[config.mk]
export PLATFORM = sky130hd
export DESIGN_NAME = uart_tx_share_ctrl
export DESIGN_NICKNAME = d
export VERILOG_FILES = /design/src/rtl/uart_tx_share_ctrl.sv
export SDC_FILE = /design/constraint.sdc
export NUM_CORES = 1
export LEC_CHECK = 0
export ABC_AREA = 0
export ABC_CLOCK_PERIOD_IN_PS = 3200
export CAP_MARGIN = 25
export CELL_PAD_IN_SITES_DETAIL_PLACEMENT = 1
export CELL_PAD_IN_SITES_GLOBAL_PLACEMENT = 1
export CORE_MARGIN = 2
export CORE_UTILIZATION = 44
export DETAILED_ROUTE_END_ITERATION = 12
export GPL_TIMING_DRIVEN = 0
export PLACE_DENSITY_LB_ADDON = 0.05
export SYNTH_ARGS = -nofsm -noshare
export SYNTH_HDL_FRONTEND = slang
export SYNTH_SLANG_ARGS = --single-unit
export TNS_END_PERCENT = 50
[constraint.sdc]
create_clock -name FAB_CCC_GL0 -period 3.2 [get_ports FAB_CCC_GL0]
set_clock_uncertainty 0.1 [all_clocks]
set_input_delay 0.32 -clock FAB_CCC_GL0 [delete_from_list [all_inputs] [get_ports FAB_CCC_GL0]]
set_output_delay 0.32 -clock FAB_CCC_GL0 [all_outputs]
set_load 0.05 [all_outputs]
[src/rtl/uart_tx_share_ctrl.sv]
// uart_tx_share_ctrl
// Shares one 8N1 UART transmit pin between two byte-stream requesters.
// Arbitration happens per packet. The owner keeps the grant until it sends a
// byte marked LAST, or until it leaves VALID low for IDLE_TIMEOUT cycles.
// After either release, priority moves to the other requester.
//
// Ports
//   FAB_CCC_GL0        fabric clock (rising edge)
//   POWER_ON_RESET_N   async-assert, sync-deassert active-low reset
//   REQn_DATA/VALID/LAST  byte stream from requester n (LAST qualified by VALID)
//   REQn_READY         combinational accept strobe for requester n
//   TXD                serial output, idle high
//   GRANT              one-hot owner, 00 when unowned
//   BUSY               FSM not idle
//   TIMEOUT            one-cycle pulse when an idle owner loses its grant
module uart_tx_share_ctrl #(
  parameter int CLKS_PER_BIT = 434,
  parameter int IDLE_TIMEOUT = 4096
) (
  input  logic       FAB_CCC_GL0,
  input  logic       POWER_ON_RESET_N,
  input  logic [7:0] REQ0_DATA,
  input  logic       REQ0_VALID,
  input  logic       REQ0_LAST,
  output logic       REQ0_READY,
  input  logic [7:0] REQ1_DATA,
  input  logic       REQ1_VALID,
  input  logic       REQ1_LAST,
  output logic       REQ1_READY,
  output logic       TXD,
  output logic [1:0] GRANT,
  output logic       BUSY,
  output logic       TIMEOUT
);

  localparam int              IW        = $clog2(IDLE_TIMEOUT + 1);
  localparam logic [15:0]     BIT_END   = 16'(CLKS_PER_BIT - 1);
  // The last stop-bit cycle is spent in WAIT. An owner that already has its
  // next byte valid is then accepted there, so its start bit follows the
  // full-length stop bit with no gap.
  localparam logic [15:0]     STOP_HAND = 16'(CLKS_PER_BIT - 2);
  localparam logic [IW-1:0]   IDLE_END  = IW'(IDLE_TIMEOUT);

  typedef enum logic [2:0] {S_IDLE, S_START, S_DATA, S_STOP, S_WAIT} state_t;

  // Reset synchroniser. Assertion is immediate, so TXD returns high at once.
  // Release is aligned to the clock.
  logic [1:0] rst_sync;
  logic       rst_n;

  always_ff @(posedge FAB_CCC_GL0 or negedge POWER_ON_RESET_N) begin
    if (!POWER_ON_RESET_N) rst_sync <= 2'b00;
    else                   rst_sync <= {rst_sync[0], 1'b1};
  end
  assign rst_n = rst_sync[1];

  state_t        state_q, state_d;
  logic [15:0]   baud_q;
  logic [2:0]    bit_idx_q, bit_idx_d;
  logic [IW-1:0] idle_q;
  logic [7:0]    data_q;
  logic          last_q, owner_q, ptr_q, txd_q, timeout_q;
  logic [1:0]    grant_q, rdy;
  logic          accept, sel, txd_d, to_d, bit_end, own_valid;

  assign bit_end   = (baud_q == BIT_END);
  assign own_valid = owner_q ? REQ1_VALID : REQ0_VALID;

  always_ff @(posedge FAB_CCC_GL0 or negedge rst_n) begin
    if (!rst_n) state_q <= S_IDLE;
    else        state_q <= state_d;
  end

  always_comb begin
    state_d   = state_q;
    rdy       = 2'b00;
    accept    = 1'b0;
    sel       = owner_q;
    to_d      = 1'b0;
    bit_idx_d = bit_idx_q;
    case (state_q)
      S_IDLE: begin
        // READY stays low while the synchronised reset is still held.
        if (rst_n && (REQ0_VALID || REQ1_VALID)) begin
          sel     = REQ1_VALID && (!REQ0_VALID || ptr_q);
          accept  = 1'b1;
          state_d = S_START;
        end
      end
      S_START: if (bit_end) begin
        state_d   = S_DATA;
        bit_idx_d = 3'd0;
      end
      S_DATA: if (bit_end) begin
        bit_idx_d = bit_idx_q + 3'd1;
        if (bit_idx_q == 3'd7) state_d = S_STOP;
      end
      S_STOP: begin
        if (last_q) begin
          if (bit_end) state_d = S_IDLE;
        end else if (baud_q == STOP_HAND) begin
          state_d = S_WAIT;
        end
      end
      S_WAIT: begin
        // An accept on the final timeout cycle takes priority over the timeout.
        if (own_valid) begin
          accept  = 1'b1;
          state_d = S_START;
        end else if (idle_q == IDLE_END) begin
          state_d = S_IDLE;
          to_d    = 1'b1;
        end
      end
      default: state_d = S_IDLE;
    endcase
    if (accept) rdy[sel] = 1'b1;
    case (state_d)
      S_START: txd_d = 1'b0;
      S_DATA:  txd_d = data_q[bit_idx_d];
      default: txd_d = 1'b1;
    endcase
  end

  always_ff @(posedge FAB_CCC_GL0 or negedge rst_n) begin
    if (!rst_n) begin
      baud_q    <= '0;
      bit_idx_q <= '0;
      idle_q    <= '0;
      data_q    <= '0;
      last_q    <= 1'b0;
      owner_q   <= 1'b0;
      ptr_q     <= 1'b0;
      grant_q   <= 2'b00;
      txd_q     <= 1'b1;
      timeout_q <= 1'b0;
    end else begin
      txd_q     <= txd_d;
      timeout_q <= to_d;
      bit_idx_q <= bit_idx_d;
      if (state_d != state_q || bit_end || state_q == S_IDLE || state_q == S_WAIT)
        baud_q <= '0;
      else
        baud_q <= baud_q + 16'd1;
      idle_q <= (state_q == S_WAIT && state_d == S_WAIT) ? idle_q + IW'(1) : '0;
      if (accept) begin
        data_q  <= sel ? REQ1_DATA : REQ0_DATA;
        last_q  <= sel ? REQ1_LAST : REQ0_LAST;
        owner_q <= sel;
        grant_q <= sel ? 2'b10 : 2'b01;
      end else if (state_d == S_IDLE && state_q != S_IDLE) begin
        grant_q <= 2'b00;
        ptr_q   <= ~owner_q;
      end
    end
  end

  assign REQ0_READY = rdy[0];
  assign REQ1_READY = rdy[1];
  assign TXD        = txd_q;
  assign GRANT      = grant_q;
  assign BUSY       = (state_q != S_IDLE);
  assign TIMEOUT    = timeout_q;

endmodule

* Word-level counts from Yosys, hierarchy flattened
Cells that the tools add are included.
** Storage, ports and cells
- Bits in registers :: 52
- Logic and storage cells :: 83
- Bits of input ports :: 22
** Cells by class
- $lt $le $gt $ge :: 3
- Eq/ne operators :: 12
- Reductions and logical operators :: 16
- Bitwise gates (word level) :: 2
- Multiplexer cells :: 35
- $add $sub $neg :: 3
** Operator list (number)
- $mux 3 :: 11
- $eq 16x9->1 const B :: 2
- $add 16x1->16 const B :: 1
- $mux 16 :: 1
- $pmux 3 s5 :: 1
- $add 13x1->13 const B :: 1
- $eq 13x13->1 const B :: 1
- $mux 13 :: 1
- $mux 1 :: 11
- $eq 3x2->1 const B :: 3
- $eq 3x3->1 const B :: 3
- $mux 2 :: 4
- $mux 8 :: 1
- $eq 3x1->1 const B :: 2
- $logic_not 3->1 :: 2
- $pmux 3 s2 :: 1
- $logic_and 1x1->1 :: 5
- $logic_or 1x1->1 :: 5
- $lt 3x4->1 const B :: 1
- $pmux 1 s2 :: 2
- $add 3x1->3 const B :: 1
- $bmux 1 s3 :: 1
- $ne 3x3->1 :: 1
- $reduce_bool 3->1 :: 1
- 7 further kinds :: 8

* Logic depth before layout (Yosys ltp)
Gate-level depths: netlist (run 1).
- Depth in word-level cells :: 10
- Gate-level depth with buffers :: 13
- Gate-level depth less buffers :: 13

* Worst setup path after synthesis (run 1)
OpenSTA, ideal clock, no wires.
- Path type :: flip-flop to output port
- From :: register rst_sync[1]
- To :: output REQ1_READY
- Required time :: 2.780 ns
- Arrival :: 2.637 ns
- Path slack :: 0.143 ns
- Path buffers :: 1
- Stages on the path, launching flop included :: 6
- Cells stage by stage :: dfrtp_1 -> o211ai_1 -> nor2_1 -> clkbuf_1 -> nand2_1 -> inv_1
** On the way
- Word-level cells in the longest chain between the ends :: 8
** RTL lines
- from (decl) :: line 48 : logic [1:0] rst_sync;
- from (signal assigned) :: line 53 : else rst_sync <= {rst_sync[0], 1'b1};
- $logic_and 1x1->1 (*) :: line 84 : if (rst_n && (REQ0_VALID || REQ1_VALID)) begin
- $mux 1 :: line 84
- $mux 1 :: line 81 : case (state_q)
- $lt 1x2->1 (not written as such) / $ge 1x1->1 (equally long branches) :: line 117 : if (accept) rdy[sel] = 1'b1;
- $logic_and 1x1->1 (not written as such) :: line 117
- $mux 1 (not written as such) :: line 117
- $demux 1 s1 :: line 117
- $mux 2 (*) :: line 117
- to (decl) :: line 29 : output logic REQ1_READY,
Mark *: on every way between the ends. The rest lies on a longest branch, timed or not.

* Worst setup path after layout (run 1)
- From :: register baud_q[1]
- To :: register txd_q (netlist: TXD)
** On the way
- Word-level cells in the longest chain between the ends :: 6
** RTL lines
- from (decl) :: line 58 : logic [15:0] baud_q;
- from (signal assigned) :: line 144 : baud_q <= baud_q + 16'd1;
- $eq 16x9->1 (on tied branches) :: line 66, 101
- $mux 3 (on tied branches)
- $pmux 3 s2 / $mux 3 (equally long branches) :: line 81, 99
- $bmux 1 s3 / $pmux 3 s5 (equally long branches) :: line 120, 81
- $mux 1 (not written as such), or another cell as far along :: line 120 : S_DATA: txd_d = data_q[bit_idx_d];
- $pmux 1 s2 (*) :: line 118 : case (state_d)
- via txd_d :: line 64 : logic accept, sel, txd_d, to_d, bit_end, own_valid;
- to (signal assigned) :: line 138 : txd_q <= txd_d;
- to (decl) :: line 62 : logic last_q, owner_q, ptr_q, txd_q, timeout_q;
Mark *: on every way through the listed nets, which the timed path passes. The rest lies on a longest branch. The select of a mux whose other input is x is not followed.
A chain may end at the register's enable or synchronous reset.

==> results of run 1 <==
## state kept, by name, summed over array words and instances, names as in the netlist
register and cells:
data_q 8, idle_q 13, TXD 1, state_q 3, ptr_q 1, GRANT 2
baud_q 16, owner_q 1, last_q 1, rst_sync 2, bit_idx_q 3, TIMEOUT 1
## metal layers
metal	vias to the layer above	wire, um
li1	1025	-
met1	1026	2840
met2	16	3130
met3	2	137
met4	0	29
met5	-	0
## worst max-delay path, stage by stage (launching register included)
cell	delay, ps
dfrtp_1	410
inv_1	90
ha_1	190
nor3b_1	190
and4_4	270
inv_2	80
ha_1	170
or3b_1	380
a21oi_2	180
or2_2	180
mux2_2	340
o211ai_1	190
a31oi_1	120
## layout make-up
| class | count | area [um2] | share of cell area |
|---|---|---|---|
| multi-input combinational | 203 | 1420 | 0.421 |
| sequential | 52 | 1310 | 0.388 |
| timing repair buffer | 29 | 298 | 0.0884 |
| tap | 77 | 96.3 | 0.0286 |
| clock buffer | 6 | 82.6 | 0.0245 |
| buffer | 10 | 71.3 | 0.0212 |
| inverter | 15 | 56.3 | 0.0167 |
| clock inverter | 2 | 38.8 | 0.0115 |
## worst max path at each step
stage,from,endpoint,slack [ps],cells past startpoint
after global placement,rst_sync[1],REQ1_READY,-1170,6
after CTS,state_q[2],REQ1_READY,0.2,8
final,baud_q[1],TXD,230,12
after floorplan,rst_sync[1],REQ1_READY,140,5
after global routing,state_q[2],REQ1_READY,30,8
after detailed placement,REQ1_VALID,REQ1_READY,20,8
## cell families (layout without fill, tap and decap cells)
| group | after synthesis | after routing | share of synthesized area |
|---|---|---|---|
| buffers and inverters | 25 | 62 | 0.0448 |
| other | 1 | 1 | 0.00132 |
| XOR/XNOR | 25 | 25 | 0.0768 |
| adder cells (fa/ha/maj) | 8 | 8 | 0.0351 |
| AO/OA/AOI/OAI | 32 | 32 | 0.0755 |
| AND/OR/NAND/NOR | 123 | 123 | 0.259 |
| flip-flops | 52 | 52 | 0.457 |
| multiplexers | 14 | 14 | 0.0500 |
## layout by cell type, fill, tap and decap left out, types with 3 or more instances in the layout
cell type        Yosys  final
mux2i_1             12     12
nor2_4               8      8
a21oi_1             12     12
clkbuf_1             4      4
xnor2_1             10     10
nand2b_1             7      7
inv_1               14     14
nand3_1             13     13
dfrtp_1             51     50
o31ai_1              3      3
clkdlybuf4s50_1      0     26
nor2_1              39     39
nand4_1              3      3
ha_1                 8      8
xor2_1              15     15
and3_1               5      5
clkbuf_8             0      6
or2_2                3      3
nand2_1             18     18
## metrics by stage
stage	hold slack, ps	total power [uW]	utilization	cell area, um2	setup slack [ps]
after CTS	55.3	1960	0.534	3370	0.238
after detailed placement	116	1470	0.514	3250	22.1
after global routing	53.0	2060	0.534	3370	26.1
final	63.2	1930	0.534	3370	231
after global placement	234	1450	0.511	3230	-1170
after floorplan	-75.6	1300	-	2850	143
## report_power, final
group          internal [uW]  leakage (uW)  total, uW  switching, uW
logic                    269      0.000709        565            296
registers                775      0.000667        885            110
clock network            256     0.0000614        478            222
==> flow_summary.json, run 1 <==
{
  "netlist_top_cells_count": "dfrtp_1, nor2_1, nand2_1, xor2_1, inv_1",
  "core_um2": 6310,
  "clk_path_buf_depth": 2,
  "crit_type": "reg -> reg",
  "rr_endpoint": "TXD",
  "cts_sinks": 52,
  "die_w_um": 84.5,
  "dp_hpwl_um": 4670,
  "ys_seq_area_frac": 0.457,
  "async_flop_share": 1.00,
  "cts_resized": 2,
  "numCtsBuffers": 5,
  "die_y_um": 84.5,
  "grt_pass1_vias": 2232,
  "die_area_um2": 7140,
  "via_per_inst": 5.25,
  "first_pass_iters": 4,
  "cp_data_arrival_time_ps": 3090,
  "wl_um": 6140,
  "timing.final.crit_share": 0.928,
  "hp-class": "in -> async",
  "synth_edf_count": 0,
  "grt_max_degree": 39,
  "start_util": 0.451,
  "required_ps": 3320,
  "synth_cells": 280,
  "drt_iter0_markers": 53,
  "clk_root_buffer_cell": "clkbuf_8",
  "fin_cells": 394,
  "gr-total-overflow": 0,
  "io_pins": 29,
  "yosys-top-cells-area": "dfrtp_1, nor2_1, xor2_1",
  "gp_routability_congestion": 0.782,
  "drcViolationCount": 0,
  "num_vias": 2069,
  "grt_util_met1": 0.251,
  "grt_use_met3": 0.0344,
  "period_minus_slack_ps": 2970,
  "yosysUniqueCellTypes": 59,
  "globalRouteTotalUtil": 0.188,
  "setup_viol_count_final": 0,
  "fmax_mhz": 337,
  "rows": 29,
  "slew_headroom": 0.669,
  "ir_worst_vdd_v": 0.000249,
  "yosysTopAreaCell": "dfrtp_1",
  "endpoint_kind": "register",
  "grt_pass1_wl_um": 10800,
  "htree_levels": 2,
  "wl_per_cell_um": 15.6,
  "cts_setup_buffers": 0,
  "ys.flop_type": "dfrtp_1",
  "worstPathMaxFanout": 5,
  "holdBufCountCts": 0,
  "reg2reg_depth": 12,
  "maxSlewViolCount": 0,
  "port_buffers": 28,
  "max-cap-violations": 0,
  "critPathLaunchType": "register",
  "power_leakage_uw": 0.00144,
  "r2r_start": "baud_q[1]",
  "synth_most_common_cell": "dfrtp_1",
  "area_growth_pct": 18.2,
  "cts_tree": "built",
  "nets": 346,
  "ant_nets": 0,
  "ys_ff_latch": 52,
  "path_clk_slew_ps": 90,
  "worstMarginPinSlew_ps": 489,
  "hold_viol": 0,
  "synth_top_area_share": 0.448,
  "drive_gt1_frac": 0.151,
  "status": "finished, final reports clean",
  "dp_cells": 386,
  "grt.busiest_layer": "met2",
  "grt_util_met2": 0.321,
  "netlist_area_um2": 2850,
  "avgSynthCellArea_um2": 10.2,
  "nFillCells": 731,
  "grt_antenna_before_repair": 0,
  "clock_latency_ps": 300,
  "rsz0062_at_grt": "false",
  "power.density_nw_per_um2": 572,
  "yosysWarningCount": 0,
  "synth.net_count": 310,
  "tns_ps": 0,
  "ff2ff_setup_slack_ps": 230,
  "n_antenna_cell": 0
}
No activity file was read; power rests on OpenSTA's default activity.
==> run 2, diff against run 1 <==
CTS_CLUSTER_SIZE = 14   (was unset)
==> results of run 2 <==
No change in the layout: final DEF, timing and power equal those of run 1.
==> variant, RTL diff (flow settings as in run 1) <==
The 5 states of `state_t` get a one-hot encoding in 5 bits.
--- a/src/rtl/uart_tx_share_ctrl.sv
+++ b/src/rtl/uart_tx_share_ctrl.sv
@@ -42,5 +42,5 @@
   localparam logic [IW-1:0]   IDLE_END  = IW'(IDLE_TIMEOUT);
 
-  typedef enum logic [2:0] {S_IDLE, S_START, S_DATA, S_STOP, S_WAIT} state_t;
+  typedef enum logic [4:0] {S_IDLE = 5'b00001, S_START = 5'b00010, S_DATA = 5'b00100, S_STOP = 5'b01000, S_WAIT = 5'b10000} state_t;
 
   // Reset synchroniser. Assertion is immediate, so TXD returns high at once.
Behaviour: no difference found for any inputs over 10 cycles, from zero or initial values and one cycle with POWER_ON_RESET_N low; not proved beyond that.
==> variant against run 1 <==
- design area is 0.15% lower
- combinational power increased by 47%
- count of clock-buffer cells in the layout did not move
- area after synthesis shrank 0.83%
- power is 12% higher
- maximum frequency fell by 4.3%
- non-clock buffer count up 2
- setup slack got worse by 0.13 ns
- routed wire length is 5.5% higher
- sequential cell count rose by 2
==> variant: results <==
set metrics [dict create \
    slowest_stage "or4bb_4" \
    timing.rr.end "TXD" \
    fin_hold_ws_ns 0.0438 \
    ys_top_cells_by_area "dfrtp_1 (46%), mux2i_1 (6.4%), nor2_1 (5.8%)" \
    slowest_delay_ns 0.60 \
    dr_total_vias 2149 \
    io_buffers 28 \
    synthFlopType "dfrtp_1" \
    min_period_ns 3.10 \
    antenna_cells 0 \
    cts_buffers 5 \
    worst_setup_path_end_kind "flop" \
    clockBufferDepth 2 \
    wl_mm 6.47 \
    rrSetupSlack_ns 0.1 \
    grt_pass1_wl_mm 10.8 \
    drt_iter0_drc 57 \
    arrival_ns 3.24 \
    fillers 727 \
    rr_worst_depth 11 \
    leakage_uw 0.00144 \
    critical_path.max_fanout 6 \
    slew_headroom 0.414 \
    ir_drop_mv 0.478 \
    seq_area_um2 1360 \
    cts_root_buffer "clkbuf_8" \
    ys_seq_area_frac 0.479 \
    yosys-top-cells-count "dfrtp_1 (52), nor2_1 (44), nand2_1 (23)" \
    syn-num-nets 317 \
    drive_above_1_share 0.102 \
    grt.total_usage 0.191 \
    gp_congestion 0.802 \
    hpwlAfterDp_mm 4.80 \
    clock_latency_ns 0.32 \
    dr.pass1.iters 4 \
    outcome "complete, no violations" \
    ys_types 48 \
    dp_slack_ns -0.0406 \
    startpoint "baud_q[2]" \
    ctsHoldBuffers 0 \
    hold_class "in2async" \
    clkTransAtPathRegs_ns 0.11 \
    finalNetCount 354 \
    grt_pass1_vias 2275 \
    place_area_um2 3220 \
    grt_max_degree 41 \
]
## variant: cell types whose count changed after synthesis, sizes merged, moves of 5 or more
cell	change
nand2	+6
mux2i	+6
o21ai	+12
a21oi	-7
clkbuf	+5
## variant: area by class of cell
type                       count  area share
sequential                    54       0.403
buffer                        10      0.0138
clock buffer                   6      0.0245
inverter                      14      0.0156
clock inverter                 2     0.00483
tap                           77      0.0286
multi-input combinational    208       0.416
timing repair buffer          31      0.0933
## variant: how the worst min path moves through the flow
| stage | startpoint | endpoint |
|---|---|---|
| 2_1_floorplan | POWER_ON_RESET_N | rst_sync[0] |
| 3_3_place_gp | rst_sync[0] | rst_sync[1] |
| 3_5_place_dp | rst_sync[1] | baud_q[15] |
| 4_1_cts | POWER_ON_RESET_N | rst_sync[1] |
| 5_1_grt | POWER_ON_RESET_N | rst_sync[1] |
| 6_report | POWER_ON_RESET_N | rst_sync[1] |
## variant: power by group
part / switching (uW) / internal (uW)
registers: 94.6 / 803
clock network: 243 / 179
logic: 498 / 335
total: 835 / 1320
## variant: per-layer routing
layer | up-vias | routed length (um) | global-route usage
li1 | 1051 | - | -
met1 | 1055 | 2970 | 0.255
met2 | 38 | 3230 | 0.316
met3 | 5 | 207 | 0.0403
met4 | 0 | 64 | 0.0513
met5 | - | 0 | 0
## variant: what timing repair did
action | 4_1_cts | 5_1_grt
endpoints found under the setup margin | 3 | 3
pin swaps | 0 | 1
setup buffers | 0 | 2
gates resized for setup | 4 | 6
## variant: worst reg2reg max path: cells and delay by family (launching register included)
kind                       cells  cell delay (ns)
AOI/OAI and AO/OA              3             0.51
adders and majority gates      1             0.28
buffers and inverters          2             0.24
DFF                            1             0.45
muxes                          3             0.55
and+or+nand+nor                2             0.88
## variant: through the flow
step	setup TNS [ns]	total power [uW]	std cells
floorplan	0	1480	287
global placement	-0.417	1700	392
detailed placement	-0.0746	1730	393
CTS	-0.0912	2160	401
global route	0	2300	402
finish	0	2150	402
## variant: cell families (layout without fill, tap and decap cells)
| kind of cell | Yosys count | in the layout | synth area share |
|---|---|---|---|
| simple gates | 116 | 116 | 0.205 |
| flops | 54 | 54 | 0.479 |
| compound gates | 38 | 38 | 0.0952 |
| xor+xnor | 26 | 26 | 0.0806 |
| buf+inv | 25 | 63 | 0.0363 |
| mux | 19 | 19 | 0.0677 |
| fa+ha+maj | 8 | 8 | 0.0354 |
| other cells | 1 | 1 | 0.00133 |
